==> src/rtl/add_sub_seq.sv <==
// Request sequencer in front of an external 4-bit adder-subtractor: registers the operands
// onto its pins, captures its result one cycle later, and holds it on a valid/ready output.
//
// state    | meaning
// ST_IDLE  | waiting for a request; in_ready high
// ST_DRIVE | operands on a*/b*/cin, adder settling
// ST_HOLD  | result registered; out_valid high until out_ready
module add_sub_seq (
    input  logic       clk,
    input  logic       rst_n,
    input  logic       in_valid,
    output logic       in_ready,
    input  logic [3:0] in_a,
    input  logic [3:0] in_b,
    input  logic       in_sub,
    input  logic       in_acc,
    input  logic       acc_clr,
    output logic       a0,
    output logic       a1,
    output logic       a2,
    output logic       a3,
    output logic       b0,
    output logic       b1,
    output logic       b2,
    output logic       b3,
    output logic       cin,
    input  logic       sum0,
    input  logic       sum1,
    input  logic       sum2,
    input  logic       sum3,
    input  logic       cout,
    output logic       out_valid,
    input  logic       out_ready,
    output logic [3:0] out_sum,
    output logic       out_cout,
    output logic       out_zero,
    output logic       out_borrow,
    output logic       out_ovf,
    output logic [7:0] op_count
);

    typedef enum logic [1:0] {
        ST_IDLE  = 2'd0,
        ST_DRIVE = 2'd1,
        ST_HOLD  = 2'd2
    } state_t;

    state_t     state_q, state_d;
    logic [3:0] opa_q, opa_d;
    logic [3:0] opb_q, opb_d;
    logic       cin_q, cin_d;
    logic [3:0] sum_q, sum_d;
    logic       cout_q, cout_d;
    logic       zero_q, zero_d;
    logic       borrow_q, borrow_d;
    logic       ovf_q, ovf_d;
    logic [3:0] acc_q, acc_d;
    logic [7:0] cnt_q, cnt_d;

    logic       accept;
    logic       capture;
    logic [3:0] sum_in;
    logic       ovf_calc;

    // State register
    always_ff @(posedge clk or negedge rst_n) begin
        if (!rst_n) begin
            state_q <= ST_IDLE;
        end else begin
            state_q <= state_d;
        end
    end

    // Next-state logic
    always_comb begin
        state_d = state_q;
        case (state_q)
            ST_IDLE:  if (in_valid) state_d = ST_DRIVE;
            ST_DRIVE: state_d = ST_HOLD;
            ST_HOLD:  if (out_ready) state_d = ST_IDLE;
            default:  state_d = ST_IDLE;
        endcase
    end

    // FSM outputs and datapath strobes
    always_comb begin
        in_ready  = 1'b0;
        out_valid = 1'b0;
        accept    = 1'b0;
        capture   = 1'b0;
        case (state_q)
            ST_IDLE: begin
                in_ready = 1'b1;
                accept   = in_valid;
            end
            ST_DRIVE: capture   = 1'b1;
            ST_HOLD:  out_valid = 1'b1;
            default: ;
        endcase
    end

    assign sum_in = {sum3, sum2, sum1, sum0};

    // Overflow is judged against the registered drive bits, not the request inputs.
    always_comb begin
        if (cin_q) begin
            ovf_calc = (opa_q[3] != opb_q[3]) && (sum3 != opa_q[3]);
        end else begin
            ovf_calc = (opa_q[3] == opb_q[3]) && (sum3 != opa_q[3]);
        end
    end

    always_comb begin
        opa_d    = opa_q;
        opb_d    = opb_q;
        cin_d    = cin_q;
        sum_d    = sum_q;
        cout_d   = cout_q;
        zero_d   = zero_q;
        borrow_d = borrow_q;
        ovf_d    = ovf_q;
        acc_d    = acc_q;
        cnt_d    = cnt_q;
        if (accept) begin
            opa_d = in_acc ? acc_q : in_a;
            opb_d = in_b;
            cin_d = in_sub;
        end
        if (capture) begin
            sum_d    = sum_in;
            cout_d   = cout;
            zero_d   = (sum_in == 4'd0);
            borrow_d = cin_q & ~cout;
            ovf_d    = ovf_calc;
            acc_d    = sum_in;
            cnt_d    = cnt_q + 8'd1;
        end
        // Clear wins over the capture update; an accept in the same cycle already saw the old acc.
        if (acc_clr) begin
            acc_d = 4'd0;
        end
    end

    always_ff @(posedge clk or negedge rst_n) begin
        if (!rst_n) begin
            opa_q    <= 4'd0;
            opb_q    <= 4'd0;
            cin_q    <= 1'b0;
            sum_q    <= 4'd0;
            cout_q   <= 1'b0;
            zero_q   <= 1'b0;
            borrow_q <= 1'b0;
            ovf_q    <= 1'b0;
            acc_q    <= 4'd0;
            cnt_q    <= 8'd0;
        end else begin
            opa_q    <= opa_d;
            opb_q    <= opb_d;
            cin_q    <= cin_d;
            sum_q    <= sum_d;
            cout_q   <= cout_d;
            zero_q   <= zero_d;
            borrow_q <= borrow_d;
            ovf_q    <= ovf_d;
            acc_q    <= acc_d;
            cnt_q    <= cnt_d;
        end
    end

    assign {a3, a2, a1, a0} = opa_q;
    assign {b3, b2, b1, b0} = opb_q;
    assign cin        = cin_q;
    assign out_sum    = sum_q;
    assign out_cout   = cout_q;
    assign out_zero   = zero_q;
    assign out_borrow = borrow_q;
    assign out_ovf    = ovf_q;
    assign op_count   = cnt_q;

endmodule

==> config.mk <==
export PLATFORM = sky130hd
export DESIGN_NAME = add_sub_seq
export DESIGN_NICKNAME = d
export VERILOG_FILES = /design/src/rtl/add_sub_seq.sv
export SDC_FILE = /design/constraint.sdc
export NUM_CORES = 1
export LEC_CHECK = 0
export CORE_UTILIZATION = 44
export CTS_CLUSTER_DIAMETER = 150
export DETAILED_ROUTE_END_ITERATION = 10
export GPL_ROUTABILITY_DRIVEN = 0
export GPL_TIMING_DRIVEN = 0
export PLACE_DENSITY = 0.9
export SYNTH_ARGS = -nofsm -noshare
export SYNTH_HDL_FRONTEND = slang
export SYNTH_SLANG_ARGS = --single-unit
==> constraint.sdc <==
create_clock -name clk -period 1.9 [get_ports clk]
set_clock_uncertainty 0.05 [all_clocks]
set_input_delay 0.475 -clock clk [delete_from_list [all_inputs] [get_ports clk]]
set_output_delay 0.475 -clock clk [all_outputs]
set_load 0.005 [all_outputs]
# Yosys cells after proc, flatten, opt, wreduce, memory -nomap -nowiden
# Index checks and enable logic that the tools add are counted.
# totals
out_inout_bits	27
input_bits	20
register_bits	31
# op_classes
bitwise	2
n_eq_ne	7
mux	11
reduce_logical	6
add_sub_neg	1
# ops
cell	n
$mux 4	3
$add 8x1->8 const B	1
$pmux 2 s3	1
$mux 1	5
$logic_not 4->1	1
$mux 2	2
$ne 2x2->1 const B	2
$eq 2x1->1 const B	1
$eq 2x2->1 const B	1
$logic_and 1x1->1	2
$logic_not 2->1	1
$ne 1x1->1	2
$reduce_and 2->1	1
$reduce_bool 2->1	1
$and 1x1->1	1
$eq 1x1->1	1
$not 1->1	1

# Logic depth before layout (Yosys ltp)
# depth
ltp_word	4
mapped_depth	4
mapped_depth_nobuf	3

# Least setup slack after synthesis
# No wires, ideal clock.
# synth_path
kind	input-to-reg
start	input port in_valid
end	register opb_q[0]
t_arrival_ns	1.202
path_buffers	1
path_slack_ns	0.521
stages	3
path_cell_list	nor3b_4 buf_6 mux2_1
# synth_via
elab_chain_cells	1
# synth_lines
element	line	text
start: declaration	11	input logic in_valid,
$mux 1	91	case (state_q)
end signal: assignment	158	opb_q <= opb_d;
end: declaration	50	logic [3:0] opb_q, opb_d;
# Every way passes these cells.
# A chain may end at the register's enable or synchronous reset.

# Worst setup path in the final report
# layout_path
start	register cnt_q[4] (netlist: op_count[4])
end	output port op_count[4]
# layout_rtl
element	line	text
start: declaration	58	logic [7:0] cnt_q, cnt_d;
start signal: assignment	166	cnt_q <= cnt_d;
end: declaration	39	output logic [7:0] op_count
# No word-level cell between the ends.

==> flow_results.org <==
** Yosys
- Flops & latches, synth :: 31
- After synthesis, flip-flops and latches occupy 58.88% of the total area.
- Average size of a mapped cell :: around 11 um2
- After synthesis, the cell types taking the most area are sky130_fd_sc_hd__dfrtp_1, sky130_fd_sc_hd__nand2_1, sky130_fd_sc_hd__mux2i_1.
- Synthesis instantiated 25 different standard cells from the library.
- Yosys top cell area share :: approximately 60%
- Area leader, netlist :: sky130_fd_sc_hd__dfrtp_1
- In this run the cell area of the synthesized design comes to between 0.001 and 0.0015 mm2.
- In the synthesized netlist, the number of instances is 116.
- Synthesis produced a netlist with a net count of 137.
- Yosys printed 0 warnings.

** Final layout
- 0 antenna diodes ended up in the layout.
- The filler cells instantiated in the layout total roughly 240.
- Leading cell types in the layout, fill and taps excluded :: sky130_fd_sc_hd__clkdlybuf4s50_1, sky130_fd_sc_hd__dfrtp_1, sky130_fd_sc_hd__nand2_1, sky130_fd_sc_hd__a21oi_1, sky130_fd_sc_hd__nor2_1
- Fraction of layout cells with a size suffix above 1 :: between 10% and 20%
- Post-Layout Cell Count :: 200
- Synth-to-layout area growth :: 41.60%
- Commonest non-fill, non-tap cell in the layout :: sky130_fd_sc_hd__clkdlybuf4s50_1
- In the final design database the tool counted 190 nets.

** Worst setup path
- Buffering stage count on the worst path with inverters included :: 1
- The cell family contributing the most delay on the critical path is buffers and inverters.
- Series of cell instances along the critical path :: clkdlybuf4s50_1
- Along the worst path, the maximum fanout reaches 5.
- Setup Crit Path Kind :: flop to output port
- The largest single stage delay on the critical path is roughly 0.54 ns.
- Among all stages on the critical path, the largest delay is contributed by sky130_fd_sc_hd__clkdlybuf4s50_1.
- The worst setup path is launched from a flop.
- Data arrives at the worst endpoint at between 1 and 1.5 ns.
- The worst setup path is captured at an output port.
- Required @ worst endpoint :: between 1 and 1.5 ns

** CTS
- Sink Count :: 31
- CTS max path bufs :: 2
- Total of hold buffers inserted after clock tree synthesis :: 0
- Clock-pin slew was measured on the worst setup and hold paths at 0.09 ns.
- Clock buffer count from CTS :: 5
- Clock Latency Late Sink :: 0.33 ns
- In this run the number of H-tree levels came out at 2.
- Clock root cell :: sky130_fd_sc_hd__clkbuf_4
- TritonCTS built the clock tree.

** Pwr
- After layout, the design draws a total of around 0.0026 W.
- For this design the total switching power over the nets is 0.0008723 W.
- The internal power of the cells totals between 0.0015 and 0.002 W.
- Clock share of power :: 14.5%
- Of the total power, combinational logic draws around 43%.
- Net Sw Frac :: about 33%
- In this run the power density over the cells is roughly 1400 mW/mm2.
- For this design the static power due to leakage is ~0.87 nW.
- VDD sags by at most 0.0007789 V.
- Registers are responsible for around 43% of the overall power.

** Outcome
- The run finished, with violations left.
- The final reports fail on design-rule violations.

** Routing
- After detailed routing, the number of vias per cell comes to between 5 and 6.
- The detailed router placed 1024 vias in this run.
- Post-route antenna net violation count :: 0
- DR DRC count :: 8
- Initial DRC count :: 27
- Wire length per cell :: ~14 um
- DRT Pass-1 Iters :: 7
- Detailed-route wire length :: around 2900 um

** STA
- Time the final worst path needs with I/O delays and setup :: 1.835 ns
- In the finished design, the share of the clock period the worst path needs comes to between 90 and 100%.
- Final Max Slew Viols :: 0
- After routing, the total negative slack on setup checks comes to 0 ns.
- Max frequency :: around 0.54 GHz
- Hold violation count in the final report :: 0
- At the pin with the least slew margin, the transition time is 0.6880 ns.
- Headroom to the max-slew limit :: ~54%
- Setup repair after global routing left no endpoint under its margin.
- Setup violations remaining at the end of the flow were counted as 0.

** Floorplanning
- Vert. Die Dim :: around 57 um
- 47 I/O pins were placed.
- For this configuration, the core starts out at a cell density of about 47%.
- Horizontal die dimension :: between 50 and 60 um
- Standard cell core area :: 0.002805 mm2
- Number of standard-cell rows in the floorplan :: 19
- The floorplan step defined a die boundary enclosing about 0.0032 mm2.

** Global routing
- First-pass GRT wire length :: between 4000 and 5000 um
- The via count of the first global-routing pass was between 1000 and 1500.
- Initial antenna violation count :: 0
- After global routing the overflow that remains totals 0.
- GR Util All Layers :: approximately 20%
- Largest net degree at the start of global routing :: 32

** Placement
- Input and output buffers added on the ports amount to 45.
- The wire-length estimate of the detail-placed layout is 2189 um.
- Placed insts :: between 150 and 200

** Hold path
- The min-delay analysis places its worst path in the category input port to async pin.

** Run
- Max-capacitance violation count :: 0
## final timing paths
kind | from | endpoint | slack [ns] | cells after the start
setup / recovery | op_count[4] | op_count[4] | 0.06 | 1
hold / removal | rst_n | out_sum[3] | 0.13 | 1
setup reg to reg | state_q[0] | opb_q[0] | 0.38 | 4
hold reg to reg | op_count[7] | op_count[7] | 0.43 | 1
max in group asynchronous | rst_n | state_q[1] | 1.19 | 1
min in group clk | op_count[7] | op_count[7] | 0.43 | 1
## synth_stat cells
library cell / count
sky130_fd_sc_hd__nor3b_4: 1
sky130_fd_sc_hd__buf_4: 1
sky130_fd_sc_hd__a21oi_1: 8
sky130_fd_sc_hd__buf_2: 1
sky130_fd_sc_hd__nand4_1: 3
sky130_fd_sc_hd__nor2_1: 6
sky130_fd_sc_hd__or4_1: 1
sky130_fd_sc_hd__dfrtp_1: 31
sky130_fd_sc_hd__xnor2_1: 5
sky130_fd_sc_hd__ha_1: 1
sky130_fd_sc_hd__nand3b_1: 1
sky130_fd_sc_hd__xor2_1: 3
sky130_fd_sc_hd__nand3_1: 1
sky130_fd_sc_hd__nand2b_1: 2
sky130_fd_sc_hd__buf_1: 1
sky130_fd_sc_hd__buf_6: 2
sky130_fd_sc_hd__nand2_1: 28
sky130_fd_sc_hd__nor2b_1: 3
sky130_fd_sc_hd__nor3_4: 2
sky130_fd_sc_hd__inv_1: 1
sky130_fd_sc_hd__and3_1: 1
sky130_fd_sc_hd__mux2_2: 4
sky130_fd_sc_hd__o21ai_0: 3
sky130_fd_sc_hd__mux2_1: 1
sky130_fd_sc_hd__mux2i_1: 5
## area by class of cell
type	instances	area (um2)	share of cell area, %
timing repair buffer	46	450.4	24.14
clock inverter	1	5.005	0.2683
tap	31	38.79	2.079
clock buffer	6	51.30	2.750
sequential	31	778.2	41.72
multi-input combinational	79	499.2	26.76
buffer	5	38.79	2.079
inverter	1	3.754	0.2012
## per-stage QoR
stage / utilization (%) / setup WS (ns) / hold slack [ns] / area [um2]
4_1_cts: 66.64 / 0.02049 / 0.4289 / 1869
2_1_floorplan: - / 0.5206 / 0.1294 / 1318
3_3_place_gp: 64.41 / -0.1888 / 0.4072 / 1807
3_5_place_dp: 64.41 / -0.2700 / 0.4163 / 1807
6_report: 66.50 / 0.06483 / 0.1308 / 1866
5_1_grt: 66.50 / 0.005285 / 0.1636 / 1866
## per-layer routing
| layer | routed length, um | GRT usage [%] |
|---|---|---|
| met5 | 0 | 0 |
| met4 | 40 | 7.500 |
| met3 | 202 | 7.604 |
| met2 | 1417 | 32.99 |
| met1 | 1191 | 23.79 |
## power by group through the flow
stage	clock network, W	registers [W]	logic (W)
floorplan	0	0.00113	0.000486
global placement	0	0.00113	0.00109
detailed placement	0	0.00115	0.00114
CTS	0.000400	0.00113	0.00115
global route	0.000427	0.00117	0.00124
finish	0.000384	0.00113	0.00113
## registers in the layout, indices dropped and copies added (netlist names), 2 cells and up
| signal | cells |
|---|---|
| acc_q | 4 |
| op_count | 8 |
| opa_q | 4 |
| opb_q | 4 |
| out_sum | 4 |
| state_q | 2 |
## cell families after synthesis
logic type,synth area share [%]
and+or+nand+nor,19.37
AOI/OAI and AO/OA,4.178
DFF,58.88
xor gates and xnor gates,5.318
adders and majority gates,0.9495
muxes,8.072
buffers and inverters,3.228
## what timing repair did
| action | CTS | global route |
|---|---|---|
| buffers inserted | 1 | 0 |
| pin swaps | 0 | 0 |
| setup endpoints to repair | 2 | 1 |
| gates resized for setup | 3 | 1 |
Power figures use the tool's default switching activity.
==> RTL edit 1: new RTL, same settings <==
Put one more register stage on the output `op_count`, with the module's reset. The value now appears one clock later. The other outputs are not delayed to match.
--- a/src/rtl/add_sub_seq.sv
+++ b/src/rtl/add_sub_seq.sv
@@ -175,7 +175,13 @@
     assign out_zero   = zero_q;
     assign out_borrow = borrow_q;
     assign out_ovf    = ovf_q;
-    assign op_count   = cnt_q;
+    always_ff @(posedge clk or negedge rst_n) begin
+        if (!rst_n) begin
+            op_count <= '0;
+        end else begin
+            op_count <= cnt_q;
+        end
+    end
 
 endmodule
 
Check against the original RTL: not equivalent (Yosys sat finds a counterexample within 4 cycles, from zero or initial values and one cycle with rst_n low).
==> RTL edit 1 against the unedited design <==
  * Routed wire length rose by 11%
  * Power rose by 13%
  * Die area rose by 15%
  * Area after synthesis rose by 15%
  * Cell count rose by 13%
  * Sequential share of layout area rose by 4.4 points
  * Worst hold slack improved by 0.0071 ns
  * Via count rose by 9.8%
  * Critical path depth did not move
  * Worst setup slack improved by 0.0036 ns
  * Sequential cell count rose by 8
  * Design area rose by 14%
  * Critical path type unchanged
==> RTL edit 1: results (changes against the unedited design) <==
outcome: "completed"
drt_iter0_markers: 22  # -19%
clk-insertion-delay-late_ns: 0.36  # +0.03 ns
drive_gt1_frac: 0.148  # +0.0182
hold_path_class: "in2async"
worst_reg2reg_startpoint: "state_q[1]"
asyncSetResetFlopFracSynth: 1.00  # unchanged
wl_per_cell_um: 14.0  # -1.6%
worst-r2r-cell-count: 5  # +1
antenna_found_initial: 0  # unchanged
grt_first_pass_wirelength_um: 5130  # +8.8%
numPortBuffers: 45  # unchanged
ys_top_cells_by_count: "sky130_fd_sc_hd__dfrtp_1, sky130_fd_sc_hd__nand2_1, sky130_fd_sc_hd__a21oi_1, sky130_fd_sc_hd__nor2_1"
htree_levels: 2  # unchanged
first_global_vias: 1152  # +12%
global_route.usage.total: 0.205  # +0.00387
postPlaceCellArea_sq_um: 2020  # +12%
synth.yosys.seq_area_share: 0.643  # +0.0542
syn-num-nets: 145  # +5.8%
synth_top_area_cell: "sky130_fd_sc_hd__dfrtp_1"
largest_registers_ranked_by_flip_flop_count: "cnt_q x8, op_count x8"
yosysUniqueCellTypes: 25  # unchanged
critical_path.max_stage_delay_ns: 0.54  # about the same
synth-compound-area-share: 0.0363  # -0.00551
maxSlewHeadroom: 0.457  # -0.0839
internal-power_mw: 2.01  # +13%
number_of_iterations_in_the_first_detailed_routing_pass: 4  # -3
yosysWarningCount: 0  # unchanged
synth_top_flop_cell: "sky130_fd_sc_hd__dfrtp_1"
nNetsFinal: 202  # +6.3%
final-max-slew-violation-count: 0  # unchanged
cpMaxStageDelayCell: "sky130_fd_sc_hd__clkdlybuf4s50_1"
routed-via-count: 1124  # +9.8%
post_synth_xor_area_fraction: 0.0462  # -0.00701
ff2ff_setup_slack_ns: 0.19  # -0.19 ns
timing.rr.end: "opb_q[3]"
clock_tree.root_cell: "sky130_fd_sc_hd__clkbuf_4"
post_synth_mux_area_share: 0.0701  # -0.0106
irDropWorstVdd_v: 0.000857  # +10%
clock_power_share: 0.142  # -0.003
dp_hpwl_um: 2350  # +7.2%
cts.reportedPaths.clkPinSlew_ns: 0.13  # +0.04 ns
grt_max_degree: 40  # +25%
synthAdderAreaFrac: 0.00824  # -0.00125
top_delay_family_on_crit_path: "buffers and inverters"
combinationalPower_mw: 1.23  # +9%
crit_path_max_fanout: 4  # -1
synthTopCellsByArea: "sky130_fd_sc_hd__dfrtp_1, sky130_fd_sc_hd__nand2_1, sky130_fd_sc_hd__mux2i_1, sky130_fd_sc_hd__mux2_2, sky130_fd_sc_hd__xnor2_1"
cts_buffer_depth: 2  # unchanged
leakagePower_nw: 0.991  # +14%
ant_cells: 0  # unchanged
critical_path_arrival_ns: 1.31  # about the same
cts_made_buffers: 5  # unchanged
==> RTL edit 1: cell families after synthesis <==
family / count (synthesis)
mux: 10
fa+ha+maj: 1
flops: 39
compound gates: 11
buf+inv: 6
xor+xnor: 8
simple gates: 49
==> RTL edit 1: how the worst max path moves through the flow <==
stage,from,to,slack (ns)
finish,cin,cin,0.07
global route,cin,cin,0.01
CTS,cin,cin,0.01
detailed placement,in_valid,opb_q[3],-0.05
global placement,rst_n,opa_q[1],-0.48
floorplan,in_valid,opb_q[3],0.52
==> RTL edit 1: through the flow <==
stage / cells / setup TNS (ns) / power [mW] / setup slack (ns) / hold WS (ns)
final: 226 / 0 / 2.99 / 0.0685 / 0.138
after CTS: 224 / 0 / 2.99 / 0.0105 / 0.158
after detailed placement: 213 / -0.0478 / 2.52 / -0.0478 / 0.340
after floorplan: 124 / 0 / 1.83 / 0.521 / 0.129
after global placement: 213 / -18.71 / 2.44 / -0.481 / 0.334
after global routing: 226 / 0 / 3.19 / 0.0107 / 0.177
==> RTL edit 1: cell type report <==
class,count,area [sq um]
Multi-Input combinational cell,79,507
Clock inverter,3,20.0
Inverter,1,3.75
Fill cell,251,1030
Buffer,5,38.8
Sequential cell,39,977
Clock buffer,5,37.5
Timing Repair Buffer,50,480
Tap cell,44,55.1
==> RTL edit 1: repair_timing <==
| action | 4_1_cts | 5_1_grt |
|---|---|---|
| setup buffers | 3 | 2 |
| pin swaps | 0 | 0 |
| resized for setup | 4 | 0 |
| endpoints found under the hold margin | 0 | 0 |
| setup endpoints to repair | 2 | 1 |
==> RTL edit 1: routing by layer <==
metal | track usage | wire, um
met5 | 0 | 0
met4 | 0.123 | 70
met3 | 0.0661 | 185
met2 | 0.361 | 1710
met1 | 0.211 | 1210
==> RTL edit 2: new RTL, config.mk and constraints unchanged <==
Made on the original files. Re-encode `state_t` (3 states) as one-hot, 3 bits wide.
--- a/src/rtl/add_sub_seq.sv
+++ b/src/rtl/add_sub_seq.sv
@@ -39,10 +39,10 @@
     output logic [7:0] op_count
 );
 
-    typedef enum logic [1:0] {
-        ST_IDLE  = 2'd0,
-        ST_DRIVE = 2'd1,
-        ST_HOLD  = 2'd2
+    typedef enum logic [2:0] {
+        ST_IDLE  = 3'b001,
+        ST_DRIVE = 3'b010,
+        ST_HOLD  = 3'b100
     } state_t;
 
     state_t     state_q, state_d;
Check against the original RTL: same outputs for any inputs over 10 cycles, from zero or initial values and one cycle with rst_n low; not proved beyond that.
==> RTL edit 2 against the unedited design <==
  * Worst hold slack got worse by 0.0030 ns
  * Routed wire length rose by 4.8%
  * Area after synthesis rose by 2.8%
  * Design area rose by 2.6%
  * Largest power group unchanged
  * Power fell by 1.1%
  * Sequential cell count rose by 1
  * The run still ends with design-rule violations left
  * Worst setup slack improved by 0.013 ns
  * Critical endpoint is now out_valid
==> RTL edit 2: results (changes against the unedited design) <==
violations: "design-rule violations"
leakagePower_nw: 0.852  # -1.9%
first_global_vias: 1101  # +7.0%
ys_top_cells_by_count: "sky130_fd_sc_hd__dfrtp_1, sky130_fd_sc_hd__nand2_1, sky130_fd_sc_hd__a21oi_1, sky130_fd_sc_hd__xnor2_1"
syn_inst: 119  # +2.6%
yosysUniqueCellTypes: 28  # +12%
htree_levels: 2  # unchanged
dp_hpwl_um: 2180  # -0.28%
drt_iter0_markers: 26  # -3.7%
cpMaxStageDelayCell: "sky130_fd_sc_hd__dfstp_2"
place.detailed.instances: 195  # +1.6%
synth_top_flop_cell: "sky130_fd_sc_hd__dfrtp_1"
grt_max_degree: 33  # +3.1%
cts.reportedPaths.clkPinSlew_ns: 0.10
detail_route.vias_per_cell: 5.25  # +2.6%
top_delay_family_on_crit_path: "flip-flops"
grt_first_pass_wirelength_um: 4820  # +2.1%
synthTopCellsByArea: "sky130_fd_sc_hd__dfrtp_1, sky130_fd_sc_hd__nand2_1, sky130_fd_sc_hd__xnor2_1, sky130_fd_sc_hd__mux2_2, sky130_fd_sc_hd__mux2i_1"
outcome: "finished with violations"
critical_path.max_stage_delay_ns: 0.54  # about the same
antenna_found_initial: 0  # unchanged
synth.yosys.seq_area_share: 0.592  # +0.00308
route.final.wire_length_um: 2990  # +4.8%
global_route.usage.total: 0.200  # -0.000694
irDropWorstVdd_v: 0.000777  # -0.23%
tightest_slew_ns: 0.702  # +0.0136 ns
drcViolationCount: 3  # -5
nNetsFinal: 193  # +1.6%
drive_gt1_frac: 0.139  # +0.00855
## RTL edit 2: power breakdown
group	internal [mW]	leakage, nW	switching, mW
clock network	0.182	0.0326	0.215
registers	0.941	0.404	0.208
logic	0.687	0.416	0.384
## RTL edit 2: layer usage
metal | global-route usage | up-vias | wire [um]
met5 | 0 | - | 0
met3 | 0.0839 | 2 | 163
met4 | 0.0941 | 0 | 35
met1 | 0.225 | 530 | 1200
li1 | - | 506 | -
met2 | 0.329 | 34 | 1590
## RTL edit 2: cell type report
| class | count | area [sq um] |
|---|---|---|
| fill | 228 | 915 |
| sequential | 32 | 803 |
| multi-input combinational | 81 | 519 |
| timing repair buffer | 46 | 450 |
| clock buffer | 8 | 58.8 |
| buffer | 6 | 43.8 |
| tap | 31 | 38.8 |
## RTL edit 2: final timing paths
kind	from	to	slack, ns	cells past startpoint
worst max-delay path	state_q[0]	out_valid	0.08	3
max in group asynchronous	rst_n	op_count[0]	1.17	1
min in group clk	op_count[7]	op_count[7]	0.43	1
worst min register to register	op_count[7]	op_count[7]	0.43	1
worst max register to register	state_q[0]	opb_q[0]	0.28	4
worst min-delay path	rst_n	opb_q[2]	0.13	1
## RTL edit 2: cell families after synthesis
family	after synthesis	share of synthesized area
buf+inv	6	0.0323
flops	32	0.592
mux	10	0.0785
xor+xnor	8	0.0573
fa+ha+maj	1	0.00923
simple gates	51	0.190
compound gates	11	0.0406
## RTL edit 2: repair_timing
item	in CTS	in global routing
setup buffers	1	0
endpoints found under the hold margin	0	0
gates resized for setup	2	3
endpoints found under the setup margin	2	3
## RTL edit 2: stage by stage
stage | setup WS (ns) | hold WS [ns]
final | 0.0779 | 0.128
after global routing | -0.00870 | 0.151
after CTS | 0.0148 | 0.430
after detailed placement | -0.289 | 0.409
after global placement | -0.232 | 0.409
after floorplan | 0.479 | 0.129
